**config.mk**
```make
export PLATFORM = sky130hd
export DESIGN_NAME = frame_ram_arbiter_flat
export DESIGN_NICKNAME = d
export VERILOG_FILES = /design/src/rtl/frame_ram_arbiter_if.sv /design/src/rtl/frame_ram_arbiter.sv /design/src/flat_wrapper.sv
export SDC_FILE = /design/constraint.sdc
export NUM_CORES = 1
export LEC_CHECK = 0
export ABC_AREA = 1
export BUFFER_PORTS_ARGS = -buffer_cell sky130_fd_sc_hd__buf_2
export CORE_MARGIN = 5
export CORE_UTILIZATION = 43
export CTS_CLUSTER_DIAMETER = 60
export DETAILED_ROUTE_END_ITERATION = 12
export GPL_TIMING_DRIVEN = 0
export HOLD_SLACK_MARGIN = 0.12
export PLACE_DENSITY = 0.88
export SETUP_SLACK_MARGIN = 0.1
export SYNTH_ARGS = -nofsm -noshare
export SYNTH_HDL_FRONTEND = slang
export SYNTH_SLANG_ARGS = --single-unit
```
**constraint.sdc**
```tcl
create_clock -name clk -period 7.5 [get_ports clk]
set_input_delay 2.25 -clock clk [delete_from_list [all_inputs] [get_ports clk]]
set_output_delay 2.25 -clock clk [all_outputs]
set_load 0.005 [all_outputs]
```
**src/rtl/frame_ram_arbiter_if.sv**
```systemverilog
// Request/grant/RAM bus between frame_ram_arbiter (slave) and its requesters + frame RAM (master).
// The per-requester lock vector exists only when FRAME_ARB_LOCK_EN is defined.
interface frame_ram_arbiter_if #(
    parameter int NREQ   = 3,
    parameter int XSZ    = 8,
    parameter int YSZ    = 7,
    parameter int ADDRSZ = 15,
    parameter int COLSZ  = 3
);
    logic [NREQ-1:0]     req;
    logic [NREQ*XSZ-1:0] x_in;
    logic [NREQ*YSZ-1:0] y_in;
    logic [NREQ-1:0]     gnt;
    logic [ADDRSZ-1:0]   mem_address;
    logic [COLSZ-1:0]    mem_q;
    logic [NREQ-1:0]     rd_valid;
    logic [COLSZ-1:0]    pix_out;
`ifdef FRAME_ARB_LOCK_EN
    logic [NREQ-1:0]     lock;

    modport slave  (input  req, x_in, y_in, mem_q, lock,
                    output gnt, mem_address, rd_valid, pix_out);
    modport master (output req, x_in, y_in, mem_q, lock,
                    input  gnt, mem_address, rd_valid, pix_out);
`else
    modport slave  (input  req, x_in, y_in, mem_q,
                    output gnt, mem_address, rd_valid, pix_out);
    modport master (output req, x_in, y_in, mem_q,
                    input  gnt, mem_address, rd_valid, pix_out);
`endif
endinterface

```
**src/rtl/frame_ram_arbiter.sv**
```systemverilog
// Round-robin arbiter sharing one read-only 160x120 frame RAM between NREQ pixel scanners.
// Optional burst locking is compiled in with FRAME_ARB_LOCK_EN.
//
// state  | meaning
// IDLE   | no requests seen last cycle
// BUSY   | requests being arbitrated round-robin
// LOCKED | lock owner holds the RAM exclusively (FRAME_ARB_LOCK_EN only)
module frame_ram_arbiter #(
    parameter int NREQ   = 3,
    parameter int XSZ    = 8,
    parameter int YSZ    = 7,
    parameter int ADDRSZ = 15,
    parameter int COLSZ  = 3,
    parameter int XRES   = 160,
    parameter int YRES   = 120
) (
    input  logic                clk,
    input  logic                reset,
    frame_ram_arbiter_if.slave  bus
);
    localparam int PW = (NREQ > 1) ? $clog2(NREQ) : 1;

`ifdef FRAME_ARB_LOCK_EN
    typedef enum logic [1:0] {IDLE = 2'd0, BUSY = 2'd1, LOCKED = 2'd2} state_t;
    logic [PW-1:0] lock_owner_q, lock_owner_d;
`else
    typedef enum logic [1:0] {IDLE = 2'd0, BUSY = 2'd1} state_t;
`endif

    state_t            state_q, state_d;
    logic [PW-1:0]     rr_ptr_q, rr_ptr_d;
    logic [NREQ-1:0]   rd_valid_q;
    logic              oob_q, oob_d;

    logic              arb_found, grant, hold_ptr, oob;
    logic [PW-1:0]     arb_win, win;
    logic [XSZ-1:0]    x_sel;
    logic [YSZ-1:0]    y_sel;
    logic [ADDRSZ-1:0] addr;

    // First active requester at or after rr_ptr, wrapping at NREQ.
    always_comb begin
        arb_found = 1'b0;
        arb_win   = '0;
        for (int k = 0; k < NREQ; k++) begin
            if (!arb_found && bus.req[(int'(rr_ptr_q) + k) % NREQ]) begin
                arb_found = 1'b1;
                arb_win   = PW'((int'(rr_ptr_q) + k) % NREQ);
            end
        end
    end

    always_comb begin
        grant    = arb_found;
        win      = arb_win;
        hold_ptr = 1'b0;
`ifdef FRAME_ARB_LOCK_EN
        lock_owner_d = lock_owner_q;
        if (state_q == LOCKED && bus.req[lock_owner_q] && bus.lock[lock_owner_q]) begin
            grant    = 1'b1;
            win      = lock_owner_q;
            hold_ptr = 1'b1;
        end
`endif
        if (reset)
            grant = 1'b0;

        state_d = state_q;
        if (|bus.req)
            state_d = BUSY;
        else
            state_d = IDLE;
`ifdef FRAME_ARB_LOCK_EN
        if (hold_ptr) begin
            state_d = LOCKED;
        end else if (grant && bus.lock[win]) begin
            state_d      = LOCKED;
            lock_owner_d = win;
        end
`endif

        rr_ptr_d = rr_ptr_q;
        if (grant && !hold_ptr)
            rr_ptr_d = (win == PW'(NREQ - 1)) ? '0 : win + PW'(1);
    end

    // Address of the granted requester; y*160 is built from shifts when the width allows it.
    always_comb begin
        x_sel = bus.x_in[int'(win)*XSZ +: XSZ];
        y_sel = bus.y_in[int'(win)*YSZ +: YSZ];
        oob   = (int'(x_sel) >= XRES) || (int'(y_sel) >= YRES);
        if (XRES == 160)
            addr = (ADDRSZ'(y_sel) << 7) + (ADDRSZ'(y_sel) << 5) + ADDRSZ'(x_sel);
        else
            addr = ADDRSZ'(y_sel) * ADDRSZ'(XRES) + ADDRSZ'(x_sel);
        oob_d           = grant && oob;
        bus.mem_address = (grant && !oob) ? addr : '0;
        bus.gnt         = grant ? (NREQ'(1) << win) : '0;
    end

    always_ff @(posedge clk or posedge reset) begin
        if (reset) begin
            state_q      <= IDLE;
            rr_ptr_q     <= '0;
            rd_valid_q   <= '0;
            oob_q        <= 1'b0;
`ifdef FRAME_ARB_LOCK_EN
            lock_owner_q <= '0;
`endif
        end else begin
            state_q      <= state_d;
            rr_ptr_q     <= rr_ptr_d;
            rd_valid_q   <= bus.gnt;
            oob_q        <= oob_d;
`ifdef FRAME_ARB_LOCK_EN
            lock_owner_q <= lock_owner_d;
`endif
        end
    end

    // Out-of-range reads return black so edge scanners stop at the frame border.
    assign bus.rd_valid = rd_valid_q;
    assign bus.pix_out  = (|rd_valid_q && !oob_q) ? bus.mem_q : '0;

endmodule
```
**src/flat_wrapper.sv**
```systemverilog
// flat-port wrapper written by rule: the top's interface ports become plain ports
module frame_ram_arbiter_flat 
#(
    parameter int NREQ   = 3,
    parameter int XSZ    = 8,
    parameter int YSZ    = 7,
    parameter int ADDRSZ = 15,
    parameter int COLSZ  = 3,
    parameter int XRES   = 160,
    parameter int YRES   = 120
)
  (clk, reset, bus_req, bus_x_in, bus_y_in, bus_mem_q, bus_gnt, bus_mem_address, bus_rd_valid, bus_pix_out);
  frame_ram_arbiter_if #(.NREQ(NREQ), .XSZ(XSZ), .YSZ(YSZ), .ADDRSZ(ADDRSZ), .COLSZ(COLSZ)) bus_i ();
  input  logic clk;
  input  logic reset;
  input wire logic [$bits(bus_i.req)-1:0] bus_req;
  input wire logic [$bits(bus_i.x_in)-1:0] bus_x_in;
  input wire logic [$bits(bus_i.y_in)-1:0] bus_y_in;
  input wire logic [$bits(bus_i.mem_q)-1:0] bus_mem_q;
  output wire logic [$bits(bus_i.gnt)-1:0] bus_gnt;
  output wire logic [$bits(bus_i.mem_address)-1:0] bus_mem_address;
  output wire logic [$bits(bus_i.rd_valid)-1:0] bus_rd_valid;
  output wire logic [$bits(bus_i.pix_out)-1:0] bus_pix_out;
  assign bus_i.req = bus_req;
  assign bus_i.x_in = bus_x_in;
  assign bus_i.y_in = bus_y_in;
  assign bus_i.mem_q = bus_mem_q;
  assign bus_gnt = bus_i.gnt;
  assign bus_mem_address = bus_i.mem_address;
  assign bus_rd_valid = bus_i.rd_valid;
  assign bus_pix_out = bus_i.pix_out;
  frame_ram_arbiter #(.NREQ(NREQ), .XSZ(XSZ), .YSZ(YSZ), .ADDRSZ(ADDRSZ), .COLSZ(COLSZ), .XRES(XRES), .YRES(YRES)) u_core (.clk(clk), .reset(reset), .bus(bus_i));
endmodule
```
==> metrics.txt <==
Final WS setup=-0.1908 ns; Sink Count=6; Clock Tree Buf Depth=2; DP Worst Slack=-0.4028 ns; worst-path cell with the longest stage delay=fa_2; Clock Root Buffer=clkbuf_8; Area growth, synth to finish=63.35%; failing checks=negative setup slack; DRC=0; Worst Path Max Fanout=5; fmax=0.1300 GHz; critical path type=in2out; Ys Warns=0; Buf+Inv Stages, Crit Path=11; vias per cell=5.078; most frequent CP cell=buf_4; # rows=22; ANT cells=0; fin crit share=1.025; top cells by instance count after synthesis=nand2_1, inv_1, ha_1, nand3_2, nor2_1; DR iter-0 viols=98; vias in the first global route=1954; RSZ-0062 raised after global routing=yes; CTS H-tree depth=1; drt pass-1 iters=4; Critical Path RT=5.25 ns; Max-cap violations=0; syn nets=281; Top FF cell, synth=dfrtp_1; Slew headroom=0.7949; CP Capture Type=output port; Initial Util=0.4397; count of final hold-check violations=0; Synth Area in XOR/XNOR=0.03289; worst hold path type=reg2reg; CTS tree=done; clock transition at the registers of the reported paths=0.03 ns; die area=5035 µm²; Fin Clk Skew=0.0004047 ns; cell with the most instances after synthesis=nand2_1; I/O pins=77; post-DP HPWL=3461 µm; FF-to-FF setup slack=4.82 ns; Die Ht=70.96 µm; Syn Inst Count=209; Synth top area share=0.1331; CORE AREA=3633 µm²; Post-synth EDFFs=0; largest net degree at the start of global routing=11; Critical Path Max Stage Delay=0.57 ns; Yosys top cell by area=ha_1; CP delay by family, top=buffers and inverters; Die X=70.96 µm; crit start category=input pin; sequential share of the synthesized area=0.09397; Clk Latency, worst-skew pair=0.22 ns; flops & latches, synth=6; final setup violation count=5; Synth Area in Adders=0.1582; hold slack=0.6535 ns; syn_area_per_cell=7.645 µm²; Compound-Gate Fraction of Synth Area=0.1120; first-pass GRT wire length=8452 µm; post-synthesis mux area share=0; Port-buffer cells=76; cts hold-fix bufs=0; largest family of logic cells by synthesized area=simple AND/OR/NAND/NOR gates; worst path arrival time=5.44 ns; WL/cell=14.87 µm; DRT Wirelength=5533 µm; GRT overflow=0; asr flop ratio synth=1.000; fin crit period=7.691 ns; DR vias=1889; Post-Synth Simple-Gate Area=0.4667; Synth cell types=35; Worst-Margin Slew=0.3045 ns; fin nets=398; Num CTS Buffers=3; Max Slew Vio Count=0; Detail Route Antenna Nets=0; initial antenna violation count=0; status=finished, violations left; gr usage total=0.2042; fraction of layout cells with a size suffix above 1=0.6481; Final GP Congestion=0.8879; synthesized cell area=1598 µm²; top cells by area, synth=ha_1, dfrtp_1, nor2_4, nand3_2, nand2_1
## kinds of logic (layout without fill, tap and decap cells)
kind of cell	Yosys count	after routing
compound gates	28	28
buf+inv	39	153
xor+xnor	6	6
simple gates	111	112
fa+ha+maj	19	19
flops	6	6
## per-stage QoR
stage	cell area, µm²	cells	utilization	setup TNS [ns]
floorplan	1598	209	-	0
global placement	2038	333	0.5610	-1.048
detailed placement	2038	333	0.5610	-1.410
CTS	2507	368	0.6901	-0.08983
global route	2610	372	0.7183	-1.852
finish	2610	372	0.7183	-0.6585
## cell type report
class,count,area [µm²]
clock buffers,3,41.29
multi-input cells,165,1448
fillers,247,1023
plain buffers,5,77.57
flip-flops and latches,6,150.1
inverters,34,151.4
well taps,48,60.06
repair buffers,111,681.9
## metal layers
| metal | vias up | GRT usage | wire (µm) |
|---|---|---|---|
| li1 | 915 | - | - |
| met2 | 91 | 0.3903 | 2953 |
| met4 | 0 | 0.05846 | 68 |
| met5 | - | 0 | 0 |
| met3 | 9 | 0.03977 | 472 |
| met1 | 874 | 0.2258 | 2038 |
## placed cells by master (no fill, tap or decap), types with 2 or more instances in the layout
| master | synthesis | routed |
|---|---|---|
| nor2_1 | 13 | 10 |
| ha_1 | 17 | 14 |
| nand2_1 | 33 | 24 |
| ha_4 | 0 | 2 |
| buf_4 | 0 | 32 |
| nand2_4 | 5 | 6 |
| nor2_4 | 12 | 16 |
| inv_1 | 27 | 23 |
| nor3_1 | 3 | 2 |
| nand3_2 | 13 | 12 |
| o21ai_1 | 1 | 2 |
| buf_12 | 2 | 3 |
| a21oi_1 | 12 | 9 |
| xor2_2 | 0 | 2 |
| inv_4 | 0 | 2 |
| a21oi_2 | 0 | 3 |
| buf_6 | 2 | 7 |
| xnor2_1 | 3 | 2 |
| o21ai_0 | 5 | 3 |
| a22o_2 | 5 | 5 |
| fa_2 | 0 | 2 |
| nand3_1 | 12 | 10 |
| nand2_2 | 8 | 16 |
| inv_2 | 4 | 6 |
| clkbuf_8 | 0 | 3 |
| nand3_4 | 3 | 6 |
| nand4_1 | 3 | 3 |
| buf_2 | 0 | 73 |
| nand3b_1 | 3 | 3 |
| dfrtp_1 | 6 | 6 |
## worst min-delay path, delay by kind of cell (launching register included)
family          cells  cell delay, ns
compound gates      1            0.15
buf+inv             1            0.10
flops               1            0.36
## sequential cells by signal (all words and copies together), names as in the netlist
name and count:
u_core.bus.rd_valid 3, u_core.rr_ptr_q 2, u_core.oob_q 1
## path summary, 6_finish.rpt
kind / from / endpoint / depth (start not counted)
worst max-delay path: bus_req[2] / bus_mem_address[9] / 25
worst min-delay path: u_core.rr_ptr_q[0] / u_core.rr_ptr_q[0] / 2
worst max register to register: u_core.rr_ptr_q[1] / u_core.oob_q / 17
worst min register to register: u_core.rr_ptr_q[0] / u_core.rr_ptr_q[0] / 2
max in group asynchronous: reset / u_core.bus.rd_valid[0] / 2
min in group asynchronous: reset / u_core.bus.rd_valid[2] / 2
## what timing repair did
item,CTS,global route
endpoints found under the setup margin,5,7
endpoints found under the hold margin,0,0
setup buffers,31,4
cloned,1,0
pin swaps,30,16
gates resized for setup,37,16
Power is left out: the tool's default activity adds up to more than one toggle a clock period on the data nets, which glitch-free logic cannot reach.
